File: config.mk
export PLATFORM = sky130hd
export DESIGN_NAME = acc_reg_file
export DESIGN_NICKNAME = d
export VERILOG_FILES = /design/src/rtl/acc_rf_pkg.sv /design/src/rtl/acc_rf_ctx_seq.sv /design/src/rtl/acc_reg_file.sv
export SDC_FILE = /design/constraint.sdc
export NUM_CORES = 1
export LEC_CHECK = 0
export CELL_PAD_IN_SITES_DETAIL_PLACEMENT = 1
export CELL_PAD_IN_SITES_GLOBAL_PLACEMENT = 1
export CORE_MARGIN = 4
export CORE_UTILIZATION = 48
export CTS_BUF_LIST = sky130_fd_sc_hd__clkbuf_16
export CTS_CLUSTER_DIAMETER = 200
export DETAILED_ROUTE_END_ITERATION = 8
export GPL_TIMING_DRIVEN = 0
export PLACE_DENSITY = 0.87
export SYNTH_ARGS = -nofsm -noshare
export SYNTH_HDL_FRONTEND = slang
export SYNTH_SLANG_ARGS = --single-unit
File: constraint.sdc
create_clock -name clk -period 3.19 [get_ports clk]
set_clock_uncertainty 0.15 [all_clocks]
set_input_delay 0.319 -clock clk [delete_from_list [all_inputs] [get_ports clk]]
set_output_delay 0.319 -clock clk [all_outputs]
set_load 0.005 [all_outputs]
File: src/rtl/acc_rf_pkg.sv
// Shared types and default sizing for the accumulator register file.
package acc_rf_pkg;

    localparam int DEF_DW = 8;
    localparam int DEF_PW = 4;

    typedef enum logic [1:0] {
        IDLE    = 2'd0,
        SAVE    = 2'd1,
        RESTORE = 2'd2,
        DONE    = 2'd3
    } ctx_state_t;

endpackage

File: src/rtl/acc_rf_ctx_seq.sv
// Context save/restore sequencer: walks every register index once, one per
// memory acknowledge, and drives the memory handshake.
module acc_rf_ctx_seq
    import acc_rf_pkg::*;
#(
    parameter int PW = DEF_PW
) (
    input  logic          clk,
    input  logic          reset,
    input  logic          i_ctx_save,
    input  logic          i_ctx_restore,
    input  logic          i_mem_ack,
    output logic          o_busy,
    output logic          o_ctx_done,
    output logic          o_mem_req,
    output logic          o_mem_we,
    output logic [PW-1:0] o_mem_addr,
    output logic          o_restore_we
);

    localparam logic [PW-1:0] LAST_IDX = '1;

    ctx_state_t    r_state;
    ctx_state_t    w_state_next;
    logic [PW-1:0] r_index;
    logic [PW-1:0] w_index_next;

    always_ff @(posedge clk or negedge reset) begin
        if (!reset) begin
            r_state <= IDLE;
            r_index <= '0;
        end else begin
            r_state <= w_state_next;
            r_index <= w_index_next;
        end
    end

    always_comb begin
        w_state_next = r_state;
        w_index_next = r_index;
        o_mem_req    = 1'b0;
        o_mem_we     = 1'b0;
        o_ctx_done   = 1'b0;
        o_restore_we = 1'b0;
        case (r_state)
            IDLE: begin
                // Save wins when both requests arrive together.
                if (i_ctx_save) begin
                    w_state_next = SAVE;
                    w_index_next = '0;
                end else if (i_ctx_restore) begin
                    w_state_next = RESTORE;
                    w_index_next = '0;
                end
            end
            SAVE, RESTORE: begin
                o_mem_req    = 1'b1;
                o_mem_we     = (r_state == SAVE);
                o_restore_we = (r_state == RESTORE) && i_mem_ack;
                if (i_mem_ack) begin
                    if (r_index == LAST_IDX) begin
                        w_state_next = DONE;
                    end else begin
                        w_index_next = r_index + PW'(1);
                    end
                end
            end
            DONE: begin
                o_ctx_done   = 1'b1;
                w_state_next = IDLE;
                w_index_next = '0;
            end
            default: begin
                w_state_next = IDLE;
                w_index_next = '0;
            end
        endcase
    end

    assign o_busy     = (r_state != IDLE);
    assign o_mem_addr = r_index;

endmodule

File: src/rtl/acc_reg_file.sv
// Accumulator-centred register file (r0 = accumulator) with whole-file
// context save/restore through a simple request/acknowledge memory port.
module acc_reg_file
    import acc_rf_pkg::*;
#(
    parameter int DW = DEF_DW,
    parameter int PW = DEF_PW
) (
    input  logic          clk,
    input  logic          reset,
    input  logic          reg_write,
    input  logic          reg_set,
    input  logic          reg_get,
    input  logic [DW-1:0] write_data,
    input  logic [PW-1:0] op_addr,
    output logic [DW-1:0] acc_data,
    output logic [DW-1:0] op_data,
    input  logic          ctx_save,
    input  logic          ctx_restore,
    output logic          busy,
    output logic          ctx_done,
    output logic          mem_req,
    output logic          mem_we,
    output logic [PW-1:0] mem_addr,
    output logic [DW-1:0] mem_wdata,
    input  logic [DW-1:0] mem_rdata,
    input  logic          mem_ack
);

    localparam int N = 2**PW;

    logic [DW-1:0] w_regs [N];
    logic          w_busy;
    logic          w_restore_we;
    logic          w_wr_acc;
    logic          w_set_op;
    logic          w_get_op;

    acc_rf_ctx_seq #(
        .PW (PW)
    ) u_ctx_seq (
        .clk           (clk),
        .reset         (reset),
        .i_ctx_save    (ctx_save),
        .i_ctx_restore (ctx_restore),
        .i_mem_ack     (mem_ack),
        .o_busy        (w_busy),
        .o_ctx_done    (ctx_done),
        .o_mem_req     (mem_req),
        .o_mem_we      (mem_we),
        .o_mem_addr    (mem_addr),
        .o_restore_we  (w_restore_we)
    );

    // One register operation per idle cycle, write > set > get.
    assign w_wr_acc = !w_busy && reg_write;
    assign w_set_op = !w_busy && !reg_write && reg_set;
    assign w_get_op = !w_busy && !reg_write && !reg_set && reg_get;

    genvar gi;
    generate
        for (gi = 0; gi < N; gi++) begin : g_reg
            logic [DW-1:0] r_reg;
            logic [DW-1:0] w_reg_next;

            if (gi == 0) begin : g_acc
                always_comb begin
                    w_reg_next = r_reg;
                    if (w_restore_we && mem_addr == PW'(gi)) begin
                        w_reg_next = mem_rdata;
                    end else if (w_wr_acc) begin
                        w_reg_next = write_data;
                    end else if (w_get_op) begin
                        w_reg_next = w_regs[op_addr];
                    end
                end
            end else begin : g_op
                always_comb begin
                    w_reg_next = r_reg;
                    if (w_restore_we && mem_addr == PW'(gi)) begin
                        w_reg_next = mem_rdata;
                    end else if (w_set_op && op_addr == PW'(gi)) begin
                        w_reg_next = w_regs[0];
                    end
                end
            end

            always_ff @(posedge clk or negedge reset) begin
                if (!reset) begin
                    r_reg <= '0;
                end else begin
                    r_reg <= w_reg_next;
                end
            end

            assign w_regs[gi] = r_reg;
        end
    endgenerate

    assign acc_data  = w_regs[0];
    assign op_data   = w_regs[op_addr];
    assign mem_wdata = w_regs[mem_addr];
    assign busy      = w_busy;

endmodule
# After elaboration in Yosys (flattened, before gate mapping)
# Cells that the tools add are included.
[totals]
reg_bits = 134
input_bits = 28
output_inout_bits = 32
[op_classes]
n_eq_ne = 37
magnitude_cmp = 2
mux = 53
bitwise = 2
add_sub_neg = 1
n_reduce_logical = 62
[ops]
columns = ["cell", "n"]
rows = [
  ["$mux 8", 37],
  ["$bmux 8 s4", 2],
  ["$eq 4x4->1 const B", 16],
  ["$logic_and 1x1->1", 37],
  ["$eq 4x3->1 const B", 8],
  ["$reduce_bool 2->1", 16],
  ["$eq 4x2->1 const B", 4],
  ["$mux 4", 4],
  ["$pmux 4 s3", 1],
  ["$ge 5x5->1 const B", 2],
  ["$not 4->5", 2],
  ["$eq 4x1->1 const B", 2],
  ["$mux 2", 4],
  ["$ne 2x2->1 const B", 3],
  ["$pmux 2 s3", 1],
  ["$reduce_and 3->1", 2],
  ["$add 4x1->4 const B", 1],
  ["$eq 2x2->1 const B", 2],
  ["$logic_not 4->1", 1],
  ["$mux 1", 4],
  ["$logic_not 1->1", 3],
  ["$ne 3x3->1 const B", 1],
  ["$reduce_bool 3->1", 1],
  ["$eq 2x1->1 const B", 1],
  ["2 further kinds", 2],
]

# Depth between registers and ports, before layout
# Gate-level depths: netlist of the first run.
[depth]
depth_word = 8
depth_mapped = 8

# Hierarchy
# From an unflattened synthesis of the first run, not the netlist that was laid out.
[hier_totals]
hier_cells = 916
hier_area_um2 = 8943.6
[by_module_without_submodules]
columns = ["mod", "cells_per_inst", "area_each_um2", "seq_area_each_um2", "instances"]
rows = [
  ["acc_reg_file", 866, 8483.1, 3203.1, 1],
  ["acc_rf_ctx_seq", 50, 460.4, 150.1, 1],
]

# Worst setup path before layout of the first run
# No wires, ideal clock.
[synth_timing]
path_kind = "reg-to-reg"
start = "register u_ctx_seq.r_index[1], in the netlist u_ctx_seq.o_mem_addr[1]"
end = "register g_reg[0].r_reg[7], in the netlist acc_data[7]"
setup_time_ns = 0.090
setup_slack_ns = 0.701
required_ns = 2.950
t_arrival_ns = 2.249
stages_incl_launch_ff = 8
path_buffers = 2
path_cell_list = "dfrtp_1 -> clkbuf_1 -> clkbuf_1 -> inv_1 -> ha_1 -> a311oi_1 -> inv_1 -> o221ai_1"
[synth_between]
elab_chain_len = 3
elab_cells_between_ends = 4
cone_classes = "mux: 1; reduce/logical: 3"
[synth_rtl]
columns = ["element", "line_no", "text"]
rows = [
  ["from (decl)", "acc_rf_ctx_seq.sv:25", "logic [PW-1:0] r_index;"],
  ["from (signal assigned)", "acc_rf_ctx_seq.sv:34", "r_index <= w_index_next;"],
  ["$logic_not 4->1 *", "acc_reg_file.sv:69", "if (w_restore_we && mem_addr == PW'(gi)) begin"],
  ["$logic_and 1x1->1 *", "acc_reg_file.sv:69", ""],
  ["$reduce_bool 3->1 (no line) or $mux 8 (tied branches)", "n/a", ""],
  ["to (signal assigned)", "acc_reg_file.sv:92", "r_reg <= w_reg_next;"],
  ["to (decl)", "acc_reg_file.sv:63", "logic [DW-1:0] r_reg;"],
]
# Every way passes the cells marked *; elsewhere a longest branch is shown, timed or not.
# A chain may end at the register's enable or synchronous reset.

# Worst setup path in the final report of the first run
[layout_timing]
start = "input op_addr[0]"
end = "output op_data[3]"
[layout_between]
elab_chain_len = 4
[layout_rtl]
columns = ["element", "line_no", "text"]
rows = [
  ["from (decl)", "acc_reg_file.sv:15", "input logic [PW-1:0] op_addr,"],
  ["$not 4->5 (not written as such)", "acc_reg_file.sv:101", "assign op_data = w_regs[op_addr];"],
  ["$bmux 8 s4", "acc_reg_file.sv:101", ""],
  ["$mux 8 (not written as such) (2 in a row)", "acc_reg_file.sv:101", ""],
  ["to (decl)", "acc_reg_file.sv:17", "output logic [DW-1:0] op_data,"],
]
# No other way between the ends. The select of a mux whose other input is x is not followed.

==> flow_metrics.tcl, run 1 <==
set metrics [dict create \
    outcome "finished with violations" \
    violations "setup timing" \
    clock_latency_ns 0.45 \
    crit-reg2reg-capture "acc_data[2]" \
    synth_warnings 0 \
    p_int_mw 5.63 \
    largest_register_ff_count 120 \
    final_cell_mix "dfrtp_1 (133), mux2i_1 (122), nor2_1 (122)" \
    slew_headroom_pct 23.0 \
    syn_inst 823 \
    die_area_um2 20700 \
    yosysSeqAreaShare_pct 37.8 \
    power_switching_share_pct 42.2 \
    io_buffer_count 57 \
    async_flop_share_pct 100 \
    fillCellCount 1905 \
    synth_cell_types 45 \
    fin_crit_sh_pct 101 \
    viasPerCell 7.53 \
    grt_max_degree 73 \
    antenna_found_initial 1 \
    syn2layout_area_growth_pct 20.1 \
    drive_gt1_share_pct 22.4 \
    cts_buffer_depth 2 \
    numCtsBuffers 17 \
    cp-end-kind "primary output" \
    startpoint_type "input pin" \
    syn-num-nets 860 \
    fmax_mhz 309 \
    overflow 0 \
    place_hpwl_um 25300 \
    crit_arrival_ns 2.77 \
    layout_commonest_cell "dfrtp_1" \
    ir_drop_mv 0.462 \
    cp_data_required_time_ns 2.72 \
    power.net_switching_mw 4.10 \
    leakage_nw 4.67 \
    gp_congestion 0.957 \
    grtUsageTotal_pct 37.9 \
    initial_core_util_pct 49.0 \
    holdPathEnd "g_reg[4].r_reg[5]" \
    core_um2 18100 \
    ys_seq_elements 134 \
    die_h_um 144 \
    finalSetupViolations 7 \
    hold_viol_final 0 \
    cap_violations 0 \
    cts_sinks 134 \
    pwr_density_cell_nw_per_um2 913 \
    rrSetupSlack_ns 0.22 \
    netlist_area_um2 8870 \
    sequentialPowerShare_pct 31.4 \
    fin_nets 948 \
    rr_worst_depth 7 \
    ant_nets 0 \
    cts.clk_slew.worst_paths_ns 0.07 \
    io_pins 60 \
    synth_edf_count 0 \
    firstDrtPassIters 7 \
    p_comb_share_pct 48.4 \
    pwr-share-clk_pct 20.2 \
    grt_first_pass_wirelength_um 56900 \
    drc_errors 0 \
    htree_num_levels 4 \
    cts-root-buf "clkbuf_16" \
    whs_ns 0.248 \
    place_ws_ns -0.715 \
    worst_pin_slew_ns 1.15 \
    grt_pass1_vias 8743 \
    criticalPathCategory "in2out" \
    num_rows 49 \
    synth_area_per_cell_um2 10.8 \
    num_vias 8693 \
    slew_viol_final 0 \
    setup_slack_ns -0.0458 \
    hold_path_startpoint "mem_rdata[5]" \
    cts_tree "yes" \
    drt_iter0_drc 1489 \
    hp-class "in2reg" \
    post_drt_wl_per_cell_um 34.5 \
    hold_depth 3 \
    yosys_most_used_dff "dfrtp_1" \
    regToRegStartpoint "u_ctx_seq.o_mem_addr[1]" \
    wl_um 39800 \
    worstPathMaxFanout 10 \
    layout_min_cycle_time_ns 3.24 \
    die_w_um 144 \
]
## synthesized netlist by cell type (5+ instances only)
library cell / instances / area (µm²)
a21oi_1: 115 / 576
a221oi_1: 8 / 70.1
a22oi_1: 8 / 60.1
and3_1: 5 / 31.3
buf_1: 9 / 33.8
buf_2: 15 / 75.1
clkbuf_1: 46 / 173
dfrtp_1: 134 / 3350
ha_1: 9 / 113
inv_1: 9 / 33.8
mux2_2: 48 / 541
mux2i_1: 123 / 1230
mux4_2: 58 / 1310
nand2_1: 17 / 63.8
nand2b_1: 12 / 75.1
nand3_1: 17 / 85.1
nand3b_1: 7 / 52.6
nor2_1: 122 / 458
nor3_4: 8 / 130
o211ai_1: 7 / 52.6
o21ai_0: 5 / 25.0
o22ai_1: 9 / 56.3
## stage by stage
stage	total power, mW	util [%]	cell area [µm²]	TNS [ns]	cells
after floorplan	5.30	-	8870	0	823
after global routing	9.98	58.9	10600	-0.144	1153
after CTS	9.27	58.0	10500	0	1144
after detailed placement	7.09	53.9	9760	-8.73	1110
after global placement	6.82	53.8	9730	-540.93	1109
final	9.73	58.9	10700	-0.133	1154
## power by group through the flow
stage / registers (mW) / clock network (mW) / logic [mW]
6_report: 3.05 / 1.96 / 4.71
2_1_floorplan: 2.69 / 0 / 2.61
3_5_place_dp: 2.95 / 0 / 4.14
5_1_grt: 3.07 / 2.03 / 4.88
4_1_cts: 2.95 / 1.94 / 4.38
3_3_place_gp: 2.87 / 0 / 3.95
## layer usage
layer	vias up	global-route usage (%)	routed length, µm
met5	-	0	59
met4	2	24.3	3800
met2	860	58.1	17400
li1	3234	-	-
met3	319	11.7	5280
met1	4278	46.5	13300
## what timing repair did
item | 4_1_cts | 5_1_grt
endpoints found under the setup margin | 36 | 16
hold buffers | 1 | 0
endpoints found under the hold margin | 71 | 0
setup buffers | 1 | 9
pin swaps | 0 | 4
cloned | 0 | 2
resized for setup | 49 | 16
## critical path: stages
cell	delay, ns
clkdlybuf4s50_1	0.69
clkbuf_2	0.43
nand2_2	0.26
o22ai_1	0.33
nand2b_1	0.15
a21oi_1	0.09
clkdlybuf4s50_1	0.48
## cells by family after synthesis
kind of cell             synth area share, %
flip-flops                              37.8
multiplexers                            34.7
buffers and inverters                   3.98
AO/OA/AOI/OAI                           10.4
adder cells (fa/ha/maj)                 1.27
AND/OR/NAND/NOR                         11.9
## worst max path at each step
stage	start	slack [ns]	end	cells after the start
after floorplan	u_ctx_seq.o_mem_addr[1]	0.70	acc_data[7]	7
after global placement	reset	-4.00	u_ctx_seq.r_state[0]	1
after detailed placement	u_ctx_seq.o_mem_addr[1]	-0.71	acc_data[7]	7
after CTS	u_ctx_seq.o_mem_addr[1]	0.0008	mem_wdata[6]	5
after global routing	u_ctx_seq.o_mem_addr[0]	-0.06	mem_wdata[4]	5
final	op_addr[0]	-0.05	op_data[3]	7
## layout make-up
cell class / count / area (µm²) / area share (%)
plain buffers: 72 / 448 / 4.21
clock inverters: 15 / 135 / 1.27
inverters: 9 / 33.8 / 0.317
flip-flops and latches: 134 / 3350 / 31.5
multi-input cells: 606 / 5220 / 49.0
clock buffers: 17 / 425 / 3.99
diodes: 1 / 2.50 / 0.0235
repair buffers: 71 / 747 / 7.01
well taps: 229 / 287 / 2.69
(Power assumes the default switching activity.)
==> inputs of run 2 (changes only) <==
--- a/config.mk
+++ b/config.mk
@@ -14,6 +14,7 @@
 export DETAILED_ROUTE_END_ITERATION = 8
 export GPL_TIMING_DRIVEN = 0
 export PLACE_DENSITY = 0.87
+export SLEW_MARGIN = 30
 export SYNTH_ARGS = -nofsm -noshare
 export SYNTH_HDL_FRONTEND = slang
 export SYNTH_SLANG_ARGS = --single-unit
==> flow_metrics.tcl, run 2 (same netlist as run 1, synthesis figures left out) <==
set metrics [dict create \
    io_buffer_count 57 \
    grt_first_pass_wirelength_um 55800 \
    leakage_nw 4.63 \
    num_rows 49 \
    finalInstanceArea_um2 10600 \
    place_hpwl_um 25300 \
    fmax_mhz 309 \
    grt_pass1_vias 8634 \
    initial_core_util_pct 49.0 \
    layout_min_cycle_time_ns 3.24 \
    wl_um 38800 \
    firstDrtPassIters 6 \
    num_vias 8520 \
    finalSetupViolations 4 \
    antenna_found_initial 1 \
    numCtsBuffers 17 \
    grt_max_degree 73 \
    die_h_um 144 \
    cts_sinks 134 \
    slew_viol_final 0 \
    post_drt_wl_per_cell_um 33.6 \
    violations "setup timing" \
    drc_errors 0 \
    cts_buffer_depth 2 \
    hp-class "in2reg" \
    viasPerCell 7.39 \
    htree_num_levels 4 \
    core_um2 18100 \
    largest_register_ff_count 120 \
    criticalPathCategory "in2out" \
    startpoint_type "input pin" \
    setup_slack_ns -0.0469 \
    fin_crit_sh_pct 101 \
    final_cell_mix "dfrtp_1 (133), mux2i_1 (122), nor2_1 (122)" \
    die_w_um 144 \
    slew_headroom_pct 24.9 \
    cts-root-buf "clkbuf_16" \
    ir_drop_mv 0.475 \
    finalPower_mw 9.67 \
    drive_gt1_share_pct 22.2 \
    cts.clk_slew.worst_paths_ns 0.07 \
    cap_violations 0 \
    cts_tree "yes" \
    grtUsageTotal_pct 37.1 \
    hold_viol_final 0 \
    crit_arrival_ns 2.77 \
    grt_setup_unrepaired "yes" \
    die_area_um2 20700 \
    pwr_density_cell_nw_per_um2 908 \
    io_pins 60 \
    layout_commonest_cell "dfrtp_1" \
    syn2layout_area_growth_pct 20.0 \
    gp_congestion 0.957 \
    ant_nets 0 \
    outcome "finished with violations" \
    cp-end-kind "primary output" \
    worst_pin_slew_ns 1.13 \
    worstPathMaxFanout 10 \
    fin_nets 948 \
    post_dp_cell_area_um2 9770 \
    overflow 0 \
    n_antenna_cell 0 \
    cp_data_required_time_ns 2.72 \
    clock_latency_ns 0.45 \
    drt_iter0_drc 1322 \
]
[run 2: cell type report]
cell class / instances / area, µm²
multi-input combinational: 606 / 5230
clock inverter: 15 / 135
fill: 1899 / 7440
buffer: 73 / 450
timing repair buffer: 70 / 736
tap: 229 / 287
sequential: 134 / 3350
clock buffer: 17 / 425
inverter: 9 / 33.8
[run 2: metal layers]
metal  wire length (µm)  global-route usage, %  vias up
met5                  0                      0        -
met4               3230                   23.1        0
met3               4960                   11.3      251
met2              17300                   56.6      812
met1              13300                   46.0     4228
li1                   -                      -     3229
[run 2: final timing paths]
path	start	to	slack (ns)	cells after the start
hold reg to reg	g_reg[11].r_reg[1]	g_reg[11].r_reg[1]	0.40	1
min in group asynchronous	reset	g_reg[9].r_reg[6]	0.29	2
max in group asynchronous	reset	u_ctx_seq.o_mem_addr[0]	1.79	3
setup reg to reg	u_ctx_seq.r_state[0]	g_reg[15].r_reg[7]	0.19	6
hold / removal	mem_rdata[5]	g_reg[14].r_reg[5]	0.24	3
setup / recovery	op_addr[0]	op_data[6]	-0.05	7
[run 2: what timing repair did]
action	CTS	global route
hold buffers	1	0
endpoints found under the hold margin	71	0
pin swaps	0	1
cloned	0	2
buffers inserted	1	8
resized for setup	47	13
setup endpoints to repair	41	16
[run 2: worst max-delay path, stage by stage]
cell and delay [ns]:
clkdlybuf4s50_1 0.69, clkbuf_2 0.46, nand2_2 0.26, o22ai_1 0.31, nand2b_1 0.16, a21oi_1 0.08, clkdlybuf4s50_1 0.48
[run 2: per-stage QoR]
step | hold WS, ns | setup TNS, ns | worst slack, ns | instances | util, %
final | 0.245 | -0.139 | -0.0469 | 1153 | 58.9
after global routing | 0.235 | -0.215 | -0.0530 | 1153 | 58.9
after CTS | 0.223 | 0 | 0.00313 | 1144 | 58.1
after detailed placement | 0.183 | -4.09 | -0.417 | 1110 | 54.0
after global placement | 0.353 | -540.93 | -4.00 | 1109 | 53.8
after floorplan | -0.127 | 0 | 0.701 | 823 | -
[run 2: where the power goes]
| part | total (mW) | switching, mW | leakage (nW) | internal [mW] |
|---|---|---|---|---|
| Combinational | 4.68 | 2.41 | 2.60 | 2.27 |
| Clock | 1.95 | 0.928 | 0.268 | 1.03 |
| Sequential | 3.03 | 0.690 | 1.77 | 2.34 |
| Total | 9.67 | 4.03 | 4.63 | 5.64 |
==> inputs of run 3 (changes only) <==
--- a/config.mk
+++ b/config.mk
@@ -5,6 +5,7 @@
 export SDC_FILE = /design/constraint.sdc
 export NUM_CORES = 1
 export LEC_CHECK = 0
+export ABC_CLOCK_PERIOD_IN_PS = 3190
 export CELL_PAD_IN_SITES_DETAIL_PLACEMENT = 1
 export CELL_PAD_IN_SITES_GLOBAL_PLACEMENT = 1
 export CORE_MARGIN = 4
@@ -14,6 +15,7 @@
 export DETAILED_ROUTE_END_ITERATION = 8
 export GPL_TIMING_DRIVEN = 0
 export PLACE_DENSITY = 0.87
+export SKIP_CTS_REPAIR_TIMING = 1
 export SLEW_MARGIN = 30
 export SYNTH_ARGS = -nofsm -noshare
 export SYNTH_HDL_FRONTEND = slang
==> flow_metrics.tcl, run 3 (same netlist as run 1, synthesis figures left out) <==
set metrics [dict create \
    ant_nets 0 \
    cts_tree "yes" \
    core_um2 18100 \
    num_vias 8551 \
    place_ws_ns -0.417 \
    io_pins 60 \
    final_cell_mix "dfrtp_1 (133), mux2i_1 (122), nor2_1 (122)" \
    fin_nets 948 \
    worstPathMaxFanout 7 \
    cap_violations 0 \
    overflow 0 \
    critPathSlowestCell "clkdlybuf4s50_1" \
    grtUsageTotal_pct 36.5 \
    worst_pin_slew_ns 1.16 \
    outcome "finished with violations" \
    dpl.cell_count 1110 \
    slew_viol_final 0 \
    fin_tns_setup_ns -0.144 \
    finalPower_mw 9.68 \
    rr_worst_depth 7 \
    slew_headroom_pct 22.6 \
    slowest_delay_ns 0.57 \
    die_area_um2 20700 \
    drc_errors 0 \
    finalInstanceArea_um2 10700 \
    fillCellCount 1907 \
    firstDrtPassIters 9 \
    cts-root-buf "clkbuf_16" \
    wl_met2_um 17300 \
    cts.clk_slew.worst_paths_ns 0.07 \
    n_antenna_cell 0 \
    fin_cells 1153 \
    fmax_mhz 306 \
    post_dp_cell_area_um2 9770 \
    clock_latency_ns 0.46 \
    leakage_nw 4.71 \
    highest_layer "met5" \
    num_rows 49 \
    wl_um 39100 \
    criticalPathCategory "in2out" \
    grt_pass1_vias 8516 \
    ir_drop_mv 0.459 \
    drt_iter0_drc 1486 \
    htree_num_levels 4 \
    cts_sinks 134 \
    layout_commonest_cell "dfrtp_1" \
    rrSetupSlack_ns 0.18 \
    pwr_density_cell_nw_per_um2 908 \
    route.met3.wl_um 5130 \
    grt_first_pass_wirelength_um 55000 \
    syn2layout_area_growth_pct 20.2 \
    setup_slack_ns -0.0802 \
    finish.utilization_pct 59.0 \
    gp_congestion 0.957 \
    cpMostUsedCell "clkdlybuf4s50_1" \
    initial_core_util_pct 49.0 \
    wirelength_met1_um 13300 \
    hold_viol_final 0 \
    cts_buffer_depth 2 \
    io_buffer_count 57 \
    regToRegStartpoint "u_ctx_seq.o_mem_addr[1]" \
    layout_min_cycle_time_ns 3.27 \
    cp-end-kind "primary output" \
    fin_crit_sh_pct 103 \
    place_hpwl_um 25300 \
    largest_register_ff_count 120 \
    cp-startpoint "op_addr[0]" \
    startpoint_type "input pin" \
    hp-class "in2reg" \
    finalSetupViolations 2 \
    cp_data_required_time_ns 2.72 \
    grt_max_degree 73 \
    die_h_um 144 \
    die_w_um 144 \
    antenna_found_initial 1 \
    viasPerCell 7.42 \
    numCtsBuffers 17 \
    violations "setup timing" \
    path_cells "clkdlybuf4s50_1 > nor2b_1 > clkbuf_1 > a22oi_2 > nand2b_1 > a21oi_1 > clkdlybuf4s50_1" \
    post_drt_wl_per_cell_um 33.9 \
    crit_arrival_ns 2.80 \
    drive_gt1_share_pct 22.1 \
    cp-endpoint "op_data[3]" \
    crit-reg2reg-capture "acc_data[2]" \
    whs_ns 0.280 \
]
-- run 3: changes by cell type in the layout (fill, tap and decap cells not counted) --
cell             delta
clkbuf_2            +1
dlymetal6s2s_1      +7
clkbuf_16           +1
buf_2               -1
clkdlybuf4s50_1     -7
buf_6               +2
clkbuf_4            +1
a22oi_2             -1
buf_4               -2
a22oi_1             +1
clkbuf_8            -2
mux2i_2             +1
mux2i_4             -1
-- run 3: final cells by class --
cell class / count / area [µm²] / area share, %
Clock buffer: 17 / 425 / 3.99
Tap cell: 229 / 287 / 2.69
Timing Repair Buffer: 70 / 771 / 7.23
Buffer: 73 / 445 / 4.18
Multi-Input combinational cell: 606 / 5210 / 48.9
Inverter: 9 / 33.8 / 0.317
Clock inverter: 15 / 135 / 1.27
Sequential cell: 134 / 3350 / 31.5
-- run 3: critical path: cells and delay by family --
family                 cells  cell delay [ns]
AO/OA/AOI/OAI              2             0.71
buffers and inverters      3             1.42
AND/OR/NAND/NOR            2             0.34
-- run 3: worst min-delay path by stage --
stage	start	endpoint	depth (start not counted)
3_5_place_dp	reset	g_reg[9].r_reg[6]	1
5_1_grt	mem_rdata[5]	g_reg[4].r_reg[5]	3
2_1_floorplan	reset	acc_data[0]	0
3_3_place_gp	g_reg[11].r_reg[2]	g_reg[11].r_reg[2]	1
6_report	mem_rdata[5]	g_reg[15].r_reg[5]	3
4_1_cts	reset	g_reg[9].r_reg[6]	1
-- run 3: power breakdown --
part | internal, mW | switching (mW) | total, mW | leakage [nW]
Sequential | 2.34 | 0.703 | 3.05 | 1.77
Combinational | 2.25 | 2.42 | 4.67 | 2.68
Clock | 1.03 | 0.938 | 1.96 | 0.268
Total | 5.62 | 4.06 | 9.68 | 4.71
-- run 3: metal layers --
layer	GRT usage, %	vias up
met4	23.0	2
met5	0	-
li1	-	3240
met1	45.3	4221
met3	11.5	274
met2	55.2	814
